`config.mk`:
```
export PLATFORM = sky130hd
export DESIGN_NAME = hls_core_pkt_scheduler
export DESIGN_NICKNAME = d
export VERILOG_FILES = /design/src/rtl/hls_core_pkt_scheduler.sv
export SDC_FILE = /design/constraint.sdc
export NUM_CORES = 1
export LEC_CHECK = 0
export ABC_AREA = 1
export CAP_MARGIN = 20
export CORE_ASPECT_RATIO = 1.1
export CORE_MARGIN = 3
export CORE_UTILIZATION = 32
export DETAILED_ROUTE_END_ITERATION = 7
export GPL_ROUTABILITY_DRIVEN = 0
export PLACE_DENSITY = 0.88
export SLEW_MARGIN = 20
export SYNTH_ARGS = -nofsm -noshare
export SYNTH_HDL_FRONTEND = slang
export SYNTH_HIERARCHICAL = 1
export SYNTH_SLANG_ARGS = --single-unit
export TNS_END_PERCENT = 100
```
`constraint.sdc`:
```
create_clock -name ce_clk -period 5.9 [get_ports ce_clk]
set_clock_uncertainty 0.2 [all_clocks]
set_input_delay 1.77 -clock ce_clk [delete_from_list [all_inputs] [get_ports ce_clk]]
set_output_delay 1.77 -clock ce_clk [all_outputs]
set_load 0.02 [all_outputs]
```
`src/rtl/hls_core_pkt_scheduler.sv`:
```
// rtl/hls_core_pkt_scheduler.sv - packet-level round-robin scheduler sharing one core between item streams
// Tag FIFO remembers the source port of every granted packet so returns are routed back in order.

module hls_core_pkt_scheduler_tag_fifo #(
  parameter int W          = 1,
  parameter int DEPTH_LOG2 = 3
) (
  input  logic                  clk,
  input  logic                  rst,
  input  logic                  push,
  input  logic [W-1:0]          push_data,
  input  logic                  pop,
  output logic [W-1:0]          pop_data,
  output logic                  full,
  output logic                  empty,
  output logic [DEPTH_LOG2:0]   count
);
  localparam int DEPTH = 1 << DEPTH_LOG2;
  localparam int CNT_W = DEPTH_LOG2 + 1;

  logic [W-1:0]          mem [DEPTH];
  logic [DEPTH_LOG2-1:0] wr_ptr;
  logic [DEPTH_LOG2-1:0] rd_ptr;

  always_ff @(posedge clk) begin
    if (rst) begin
      wr_ptr <= '0;
      rd_ptr <= '0;
      count  <= '0;
    end else begin
      if (push) wr_ptr <= wr_ptr + 1'b1;
      if (pop)  rd_ptr <= rd_ptr + 1'b1;
      case ({push, pop})
        2'b10:   count <= count + 1'b1;
        2'b01:   count <= count - 1'b1;
        default: count <= count;
      endcase
    end
  end

  always_ff @(posedge clk) begin
    if (push) mem[wr_ptr] <= push_data;
  end

  assign pop_data = mem[rd_ptr];
  assign full     = (count == CNT_W'(DEPTH));
  assign empty    = (count == '0);
endmodule

module hls_core_pkt_scheduler #(
  parameter int NUM_PORTS      = 2,
  parameter int ITEM_W         = 32,
  parameter int TAG_DEPTH_LOG2 = 3
) (
  input  logic                          ce_clk,
  input  logic                          ce_rst,
  input  logic [NUM_PORTS-1:0]          port_enable,
  input  logic [ITEM_W*NUM_PORTS-1:0]   s_in_tdata,
  input  logic [NUM_PORTS-1:0]          s_in_tlast,
  input  logic [NUM_PORTS-1:0]          s_in_tvalid,
  output logic [NUM_PORTS-1:0]          s_in_tready,
  output logic [ITEM_W-1:0]             m_core_tdata,
  output logic                          m_core_tlast,
  output logic                          m_core_tvalid,
  input  logic                          m_core_tready,
  input  logic [ITEM_W-1:0]             s_core_tdata,
  input  logic                          s_core_tlast,
  input  logic                          s_core_tvalid,
  output logic                          s_core_tready,
  output logic [ITEM_W*NUM_PORTS-1:0]   m_out_tdata,
  output logic [NUM_PORTS-1:0]          m_out_tlast,
  output logic [NUM_PORTS-1:0]          m_out_tvalid,
  input  logic [NUM_PORTS-1:0]          m_out_tready,
  output logic [TAG_DEPTH_LOG2:0]       outstanding,
  output logic                          busy
);
  localparam int GW = (NUM_PORTS > 1) ? $clog2(NUM_PORTS) : 1;

  typedef enum logic {IDLE, ACTIVE} state_t;

  state_t            state, state_next;
  logic [GW-1:0]     grant, grant_next;
  logic [GW-1:0]     last_grant, last_grant_next;
  logic [GW-1:0]     sel_port, cand;
  logic              sel_valid;
  logic [NUM_PORTS-1:0] request;

  logic              tag_push, tag_pop, tag_full, tag_empty;
  logic [GW-1:0]     head;
  logic [TAG_DEPTH_LOG2:0] tag_count;

  assign request = s_in_tvalid & port_enable;

  // Walk downward so the lowest offset from last_grant wins.
  always_comb begin
    sel_valid = 1'b0;
    sel_port  = '0;
    cand      = '0;
    for (int k = NUM_PORTS; k >= 1; k--) begin
      cand = GW'((int'(last_grant) + k) % NUM_PORTS);
      if (request[cand]) begin
        sel_valid = 1'b1;
        sel_port  = cand;
      end
    end
  end

  always_ff @(posedge ce_clk) begin
    if (ce_rst) begin
      state      <= IDLE;
      grant      <= '0;
      last_grant <= GW'(NUM_PORTS - 1);
    end else begin
      state      <= state_next;
      grant      <= grant_next;
      last_grant <= last_grant_next;
    end
  end

  always_comb begin
    state_next      = state;
    grant_next      = grant;
    last_grant_next = last_grant;
    tag_push        = 1'b0;
    s_in_tready     = '0;
    m_core_tdata    = s_in_tdata[ITEM_W*int'(grant) +: ITEM_W];
    m_core_tlast    = 1'b0;
    m_core_tvalid   = 1'b0;
    busy            = 1'b0;
    case (state)
      IDLE: begin
        if (sel_valid && !tag_full) begin
          grant_next = sel_port;
          tag_push   = 1'b1;
          state_next = ACTIVE;
        end
      end
      ACTIVE: begin
        busy               = 1'b1;
        m_core_tlast       = s_in_tlast[grant];
        m_core_tvalid      = s_in_tvalid[grant];
        s_in_tready[grant] = m_core_tready;
        if (s_in_tvalid[grant] && m_core_tready && s_in_tlast[grant]) begin
          last_grant_next = grant;
          state_next      = IDLE;
        end
      end
      default: state_next = IDLE;
    endcase
  end

  hls_core_pkt_scheduler_tag_fifo #(
    .W          (GW),
    .DEPTH_LOG2 (TAG_DEPTH_LOG2)
  ) u_tag_fifo (
    .clk       (ce_clk),
    .rst       (ce_rst),
    .push      (tag_push),
    .push_data (grant_next),
    .pop       (tag_pop),
    .pop_data  (head),
    .full      (tag_full),
    .empty     (tag_empty),
    .count     (tag_count)
  );

  // Data fans out to every port; only valid/last are steered by the head tag.
  always_comb begin
    m_out_tvalid  = '0;
    m_out_tlast   = '0;
    s_core_tready = 1'b0;
    if (!tag_empty) begin
      m_out_tvalid[head] = s_core_tvalid;
      m_out_tlast[head]  = s_core_tlast;
      s_core_tready      = m_out_tready[head];
    end
  end

  assign m_out_tdata = {NUM_PORTS{s_core_tdata}};
  assign tag_pop     = s_core_tvalid & s_core_tready & s_core_tlast;
  assign outstanding = tag_count;
endmodule

```
==> summary.md, run 1 <==
| Metric | Value |
|---|---|
| Port Buffers | `around 120` |
| Worst-path clk slew | `roughly 80 ps` |
| Remaining antenna violation count | `0` |
| Hold_buf cts | `0` |
| Gr ovfl total | `0` |
| Setup TNS | `0 ps` |
| Worst EP required | `between 3000 and 4000 ps` |
| Avg WL per Cell | `15.64 um` |
| Normalized max-slew margin | `a little under a third` |
| Post-synthesis sequential area ratio | `between 20% and 30%` |
| Final critical-path required period | `between 5000 and 6000 ps` |
| Most frequent cells in the layout | `nand2_1 (129), clkdlybuf4s50_1 (122), nor2_1 (26)` |
| DRC viols | `0` |
| Pin slew with the least headroom to its limit | `roughly 1000 ps` |
| Post-DP HPWL | `~6400 um` |
| Final worst path period share | `around nine tenths` |
| Max Freq | `approximately 190 MHz` |
| Largest net degree at the start of global routing | `39` |
| Row Count | `30` |
| Setup violations, final | `0` |
| CTS H-tree lvls | `1` |
| Peak supply drop | `0.0001545 V` |
| Cell count after synthesis | `roughly 330` |
| Root buf cell | `clkbuf_8` |
| Synth Cell Area | `~2100 um^2` |
| Die height | `slightly above 90 um` |
| First-pass GRT wire length | `roughly 11000 um` |
| RSZ-0062 raised after global routing | `no` |
| #FFs+latches synth | `24` |
| Core Area | `around 6300 um^2` |
| CP max FO | `3` |
| Max Cap Violations | `0` |
| Initial Util | `33.79%` |
| CP Launch Type | `input pin` |
| P_leak | `0.001337 uW` |
| Status | `finished clean` |
| Post-CTS setup buffer count | `0` |
| Number of DRC markers in iteration 0 | `58` |
| Layout cell share with drive strength beyond 1 | `between 4 and 5%` |
| Tot GR Track Use | `17.94%` |
| Clk sinks | `24` |
| Worst setup EP type | `output pin` |
| WP data arrival | `~3200 ps` |
| Most used DFF post-synth | `dfxtp_1` |
| Post-synth EDFFs | `8` |
| TritonCTS buffer count | `3` |
| Antenna violations before repair | `1` |
| Commonest non-fill, non-tap cell in the layout | `nand2_1` |
| Area grow syn2layout | `40.75%` |
| FILL cells | `around 620` |
| Hold crit path type | `flop to flop` |
| Final hold viol count | `0` |
| Cell taking the most area after synthesis | `nand2_1` |
| Routed WL | `7318 um` |
| Vias | `between 2000 and 2500` |
| Vias per cell | `about 4.5` |
| Synth area leaders | `nand2_1 (23%), buf_4 (23%), dfxtp_1 (15%), edfxtp_1 (11%), nor2_1 (4.6%)` |
| CTS tree | `built` |
| Library cells used by synthesis | `31` |
| Clk Latency, worst-skew pair | `260 ps` |
| I/O pin count | `around 220` |
| Crit Path Class | `input pin to output pin` |
| Max Transition Viols Final | `0` |
| Syn. warnings | `6` |
| Top cell type's share of synthesized area | `22.72%` |
| Post-synth ARST share | `0%` |
| Max clock buf depth | `2` |
| Syn avg cell area | `6.437 um^2` |
| Cts repair resizes | `0` |
| Vias in the first global route | `between 2000 and 2500` |
| Die width | `roughly 84 um` |
| Die area | `7675 um^2` |
| Pwr/cell area | `around 230 nW/um^2` |
| Router iterations before antenna repair | `4` |
| Nets | `around 500` |
| Post-layout util | `between 40% and 50%` |
| Syn_nets | `roughly 450` |
-- synthesized netlist by cell type, types with 2 or more instances --
master and instances:
a21oi_1 10, inv_1 22, edfxtp_1 8, nand3_1 8
nor3_1 7, buf_2 6, nor2_2 2, ha_1 5
inv_2 3, buf_4 64, nor2_1 26, o21ai_0 5
dfxtp_1 16, nand2_1 129, xnor2_1 3, nor4_1 2
-- cell type report --
cell class	instances	area, um^2	share of cell area, %
timing repair buffer	124	1236	41.22
multi-input combinational	210	950.9	31.71
antenna	1	2.502	0.08344
tap	80	100.1	3.338
clock buffer	4	55.05	1.836
inverter	25	93.84	3.129
sequential	24	560.5	18.69
-- worst max-delay path, cell delays in order --
cell,delay [ps]
clkdlybuf4s50_1,520
nand2_2,80
a21oi_2,210
clkdlybuf4s50_1,660
-- metal layers --
layer	track usage [%]	routed length, um
met5	0	13
met4	5.094	151
met3	8.984	931
met2	32.56	3599
met1	17.93	2622
-- logic make-up after synthesis --
group,Yosys count,synth area share [%]
DFF,24,26.31
and+or+nand+nor,179,33.94
AOI/OAI and AO/OA,21,5.637
adders and majority gates,5,2.936
muxes,1,0.4698
buffers and inverters,97,29.07
xor gates and xnor gates,4,1.644
-- power breakdown --
part	internal, uW	leakage [uW]	switching, uW
Sequential	191	0.000204	21.9
Clock	59.5	0.0000288	49.3
Combinational	179	0.00110	204
Total	429	0.00134	275
-- final timing paths --
kind / start / end / slack [ps] / cells after the start
setup reg to reg: u_tag_fifo/count[0] / u_tag_fifo/count[2] / 2590 / 13
hold / removal: last_grant / last_grant / 290 / 2
hold reg to reg: last_grant / last_grant / 290 / 2
setup / recovery: s_in_tvalid[0] / m_core_tvalid / 690 / 4
-- metrics by stage --
stage	total power, uW	setup slack (ps)	cell area [um^2]	cells	hold WS (ps)
2_1_floorplan	477.1	1618	2131	331	228.3
3_3_place_gp	589.3	748.1	2942	463	253.5
3_5_place_dp	598.5	711.0	2942	463	268.4
4_1_cts	707.8	709.6	2997	467	290.8
5_1_grt	748.4	643.6	2997	467	304.8
6_report	704.4	690.9	2999	468	290.6
Power figures use the tool's default switching activity.
==> inputs of run 2 (changes only) <==
- ABC_AREA: 1 -> 0
- CTS_CLUSTER_SIZE: not set -> 30
==> run 2 against run 1 <==
Against the previous run:
- hold slack lost 1.6 ps
- first-iteration DRC count shrank 22%
- synthesized cell count shrank 34%
- flip-flop and latch count is the same
==> summary.md, run 2 <==
| Metric | Value |
|---|---|
| Status | `finished clean` |
| Setup TNS | `0 ps (unchanged)` |
| Core Area | `6269 um^2 (-0.60%)` |
| Post-synth EDFFs | `8 (unchanged)` |
| FILL cells | `589 (-5.6%)` |
| Router iterations before antenna repair | `4 (unchanged)` |
| Post-synth ARST share | `0% (unchanged)` |
| Clock network power share | `18.8% (+3.4 points)` |
| Non-Filler Instances | `353 (-25%)` |
| Peak supply drop | `0.0001058 V (-32%)` |
| Initial Util | `33.59% (-0.20 points)` |
| Post-CTS setup buffer count | `0 (unchanged)` |
| Setup violations, final | `0 (unchanged)` |
| Tot GR Track Use | `14.90% (-3.0 points)` |
| Final worst path period share | `87.74% (-0.55 points)` |
| Commonest non-fill, non-tap cell in the layout | `clkdlybuf4s50_1` |
| Synth top cells by count | `buf_4 (65), mux2_2 (25), nor2_1 (19)` |
| Clk sinks | `24 (unchanged)` |
| Hold crit path type | `flop to flop` |
| Most common cell in the netlist | `buf_4` |
| Final critical-path required period | `5177 ps (-32.49 ps)` |
| Vias per cell | `4.691 (+3.7%)` |
| Crit Path Class | `input pin to output pin` |
| Syn_nets | `331 (-26%)` |
| Max clock buf depth | `2 (unchanged)` |
| Synth Cell Area | `2106 um^2 (-1.2%)` |
| Worst-path clk slew | `80 ps (about the same)` |
| Path depth of the worst reg2reg path | `12 (-1)` |
| CTS H-tree lvls | `1 (unchanged)` |
| Remaining antenna violation count | `0 (unchanged)` |
| Flop pwr share | `37.5% (+7.3 points)` |
| P_sw | `163.7 uW (-41%)` |
| Area grow syn2layout | `39.63%` |
| Max Cap Violations | `0 (unchanged)` |
| I/O pin count | `219 (unchanged)` |
| Post-synthesis sequential area ratio | `26.62% (+0.31 points)` |
| Routed WL | `5831 um (-20%)` |
| Row Count | `30 (unchanged)` |
| Cell count after synthesis | `217 (-34%)` |
| Post-DP HPWL | `4829 um (-24%)` |
| CP max FO | `5 (+2)` |
| Nets | `387 (-23%)` |
| Antenna violations before repair | `5 (+4)` |
| Vias in the first global route | `1675 (-20%)` |
| Post-layout util | `46.91% (-0.65 points)` |
| Worst setup EP type | `output pin` |
| Largest net degree at the start of global routing | `40 (+2.6%)` |
| Library cells used by synthesis | `40 (+29%)` |
| Syn avg cell area | `9.704 um^2 (+51%)` |
| Max Freq | `193.2 MHz (+0.63%)` |
| Root buf cell | `clkbuf_8` |
| CP Launch Type | `input pin` |
| Port Buffers | `122 (unchanged)` |
| Most frequent cells in the layout | `clkdlybuf4s50_1 (122), mux2_2 (25), nor2_1 (19)` |
| DRC viols | `0 (unchanged)` |
| Synth area leaders | `buf_4 (23%), dfxtp_1 (15%), mux2_2 (13%), edfxtp_1 (11%), mux2_4 (5.7%)` |
| Layout cell share with drive strength beyond 1 | `14.34% (+10 points)` |
| Combinational share of power | `43.6% (-11 points)` |
| Hold path cells | `2 (unchanged)` |
| Normalized max-slew margin | `34.06% (+2.1 points)` |
| Gr ovfl total | `0 (unchanged)` |
| Pin slew with the least headroom to its limit | `980.1 ps (-30.88 ps)` |
| Max Transition Viols Final | `0 (unchanged)` |
| Avg WL per Cell | `16.52 um (+5.6%)` |
| Cts repair resizes | `0 (unchanged)` |
| Clk Latency, worst-skew pair | `270 ps (about the same)` |
| Die height | `91.08 um (-0.55%)` |
| Top cell type's share of synthesized area | `23.17% (+0.45 points)` |
| Die width | `83.35 um (-0.55%)` |
| TritonCTS buffer count | `3 (unchanged)` |
| Dpl cells | `348 (-25%)` |
| Switching share of power | `30.93% (-8.1 points)` |
| Pwr/cell area | `180.0 nW/um^2 (-23%)` |
| CTS tree | `built` |
| First-pass GRT wire length | `8949 um (-17%)` |
| Syn. warnings | `6 (unchanged)` |
| Internal power | `365.5 uW (-15%)` |
| Hold_buf cts | `0 (unchanged)` |
| Worst EP required | `3930 ps (about the same)` |
| P_leak | `0.001089 uW (-19%)` |
| Cell taking the most area after synthesis | `buf_4` |
| Number of DRC markers in iteration 0 | `45 (-22%)` |
| Final hold viol count | `0 (unchanged)` |
| WP data arrival | `3210 ps (-30 ps)` |
| RSZ-0062 raised after global routing | `no` |
| Most used DFF post-synth | `dfxtp_1` |
| Die area | `7591 um^2 (-1.1%)` |
| Vias | `1656 (-22%)` |
| #FFs+latches synth | `24 (unchanged)` |
[run 2: cell types whose count changed after synthesis, moves of 4 or more]
cell	before	now
a21oi_1	10	4
buf_2	6	2
inv_1	22	2
mux2_2	0	25
mux2_4	0	8
mux2i_1	1	6
nand2_1	129	8
nand3_1	8	2
nor2_1	26	19
nor2b_1	0	4
nor3_1	7	2
xor2_1	1	5
[run 2: metal layers]
metal | track usage [%] | routed length [um]
met5 | 0 | 62
met4 | 6.812 | 129
met3 | 7.623 | 703
met2 | 24.06 | 2742
met1 | 16.21 | 2192
[run 2: worst paths after layout]
path	slack, ps	from	end
hold reg to reg	290	u_tag_fifo/wr_ptr[0]	u_tag_fifo/wr_ptr[0]
setup reg to reg	2510	flop	u_tag_fifo/count[2]
hold / removal	290	u_tag_fifo/wr_ptr[0]	u_tag_fifo/wr_ptr[0]
setup / recovery	720	s_in_tvalid[0]	m_core_tvalid
[run 2: metrics by stage]
stage,power [uW],cell area (um^2),hold slack [ps],setup slack (ps)
6_report,529.2,2940,289.0,723.4
3_5_place_dp,433.9,2893,286.2,697.3
5_1_grt,558.1,2940,331.0,613.8
4_1_cts,535.3,2938,295.1,696.9
2_1_floorplan,377.2,2106,261.8,1639
3_3_place_gp,428.2,2893,276.9,696.8
[run 2: critical path, cell delays in order]
cell and delay [ps]:
clkdlybuf4s50_1 550, mux2i_1 90, nor2b_1 160, clkdlybuf4s50_1 630
[run 2: final cells by class]
class / instances / area [um^2] / area share (%)
well taps: 80 / 100.1 / 3.404
clock buffers: 4 / 45.04 / 1.532
inverters: 2 / 7.507 / 0.2553
diodes: 1 / 2.502 / 0.08511
flip-flops and latches: 24 / 561.8 / 19.11
repair buffers: 122 / 1221 / 41.53
multi-input cells: 120 / 1002 / 34.09
[run 2: power groups by stage]
| stage | clock, uW | combinational (uW) | sequential, uW |
|---|---|---|---|
| global route | 111 | 246 | 201 |
| finish | 99.6 | 231 | 199 |
| detailed placement | 0 | 231 | 203 |
| CTS | 104 | 233 | 199 |
| global placement | 0 | 227 | 202 |
| floorplan | 0 | 181 | 196 |
[run 2: logic make-up (layout without fill, tap and decap cells)]
logic type / count (synthesis) / in the layout / synth area share, %
AO/OA/AOI/OAI: 13 / 13 / 3.862
XOR/XNOR: 6 / 6 / 2.496
adder cells (fa/ha/maj): 5 / 5 / 2.971
buffers and inverters: 73 / 128 / 25.79
flip-flops: 24 / 24 / 26.62
multiplexers: 42 / 42 / 24.60
other: 0 / 1 / 0
AND/OR/NAND/NOR: 54 / 54 / 13.67
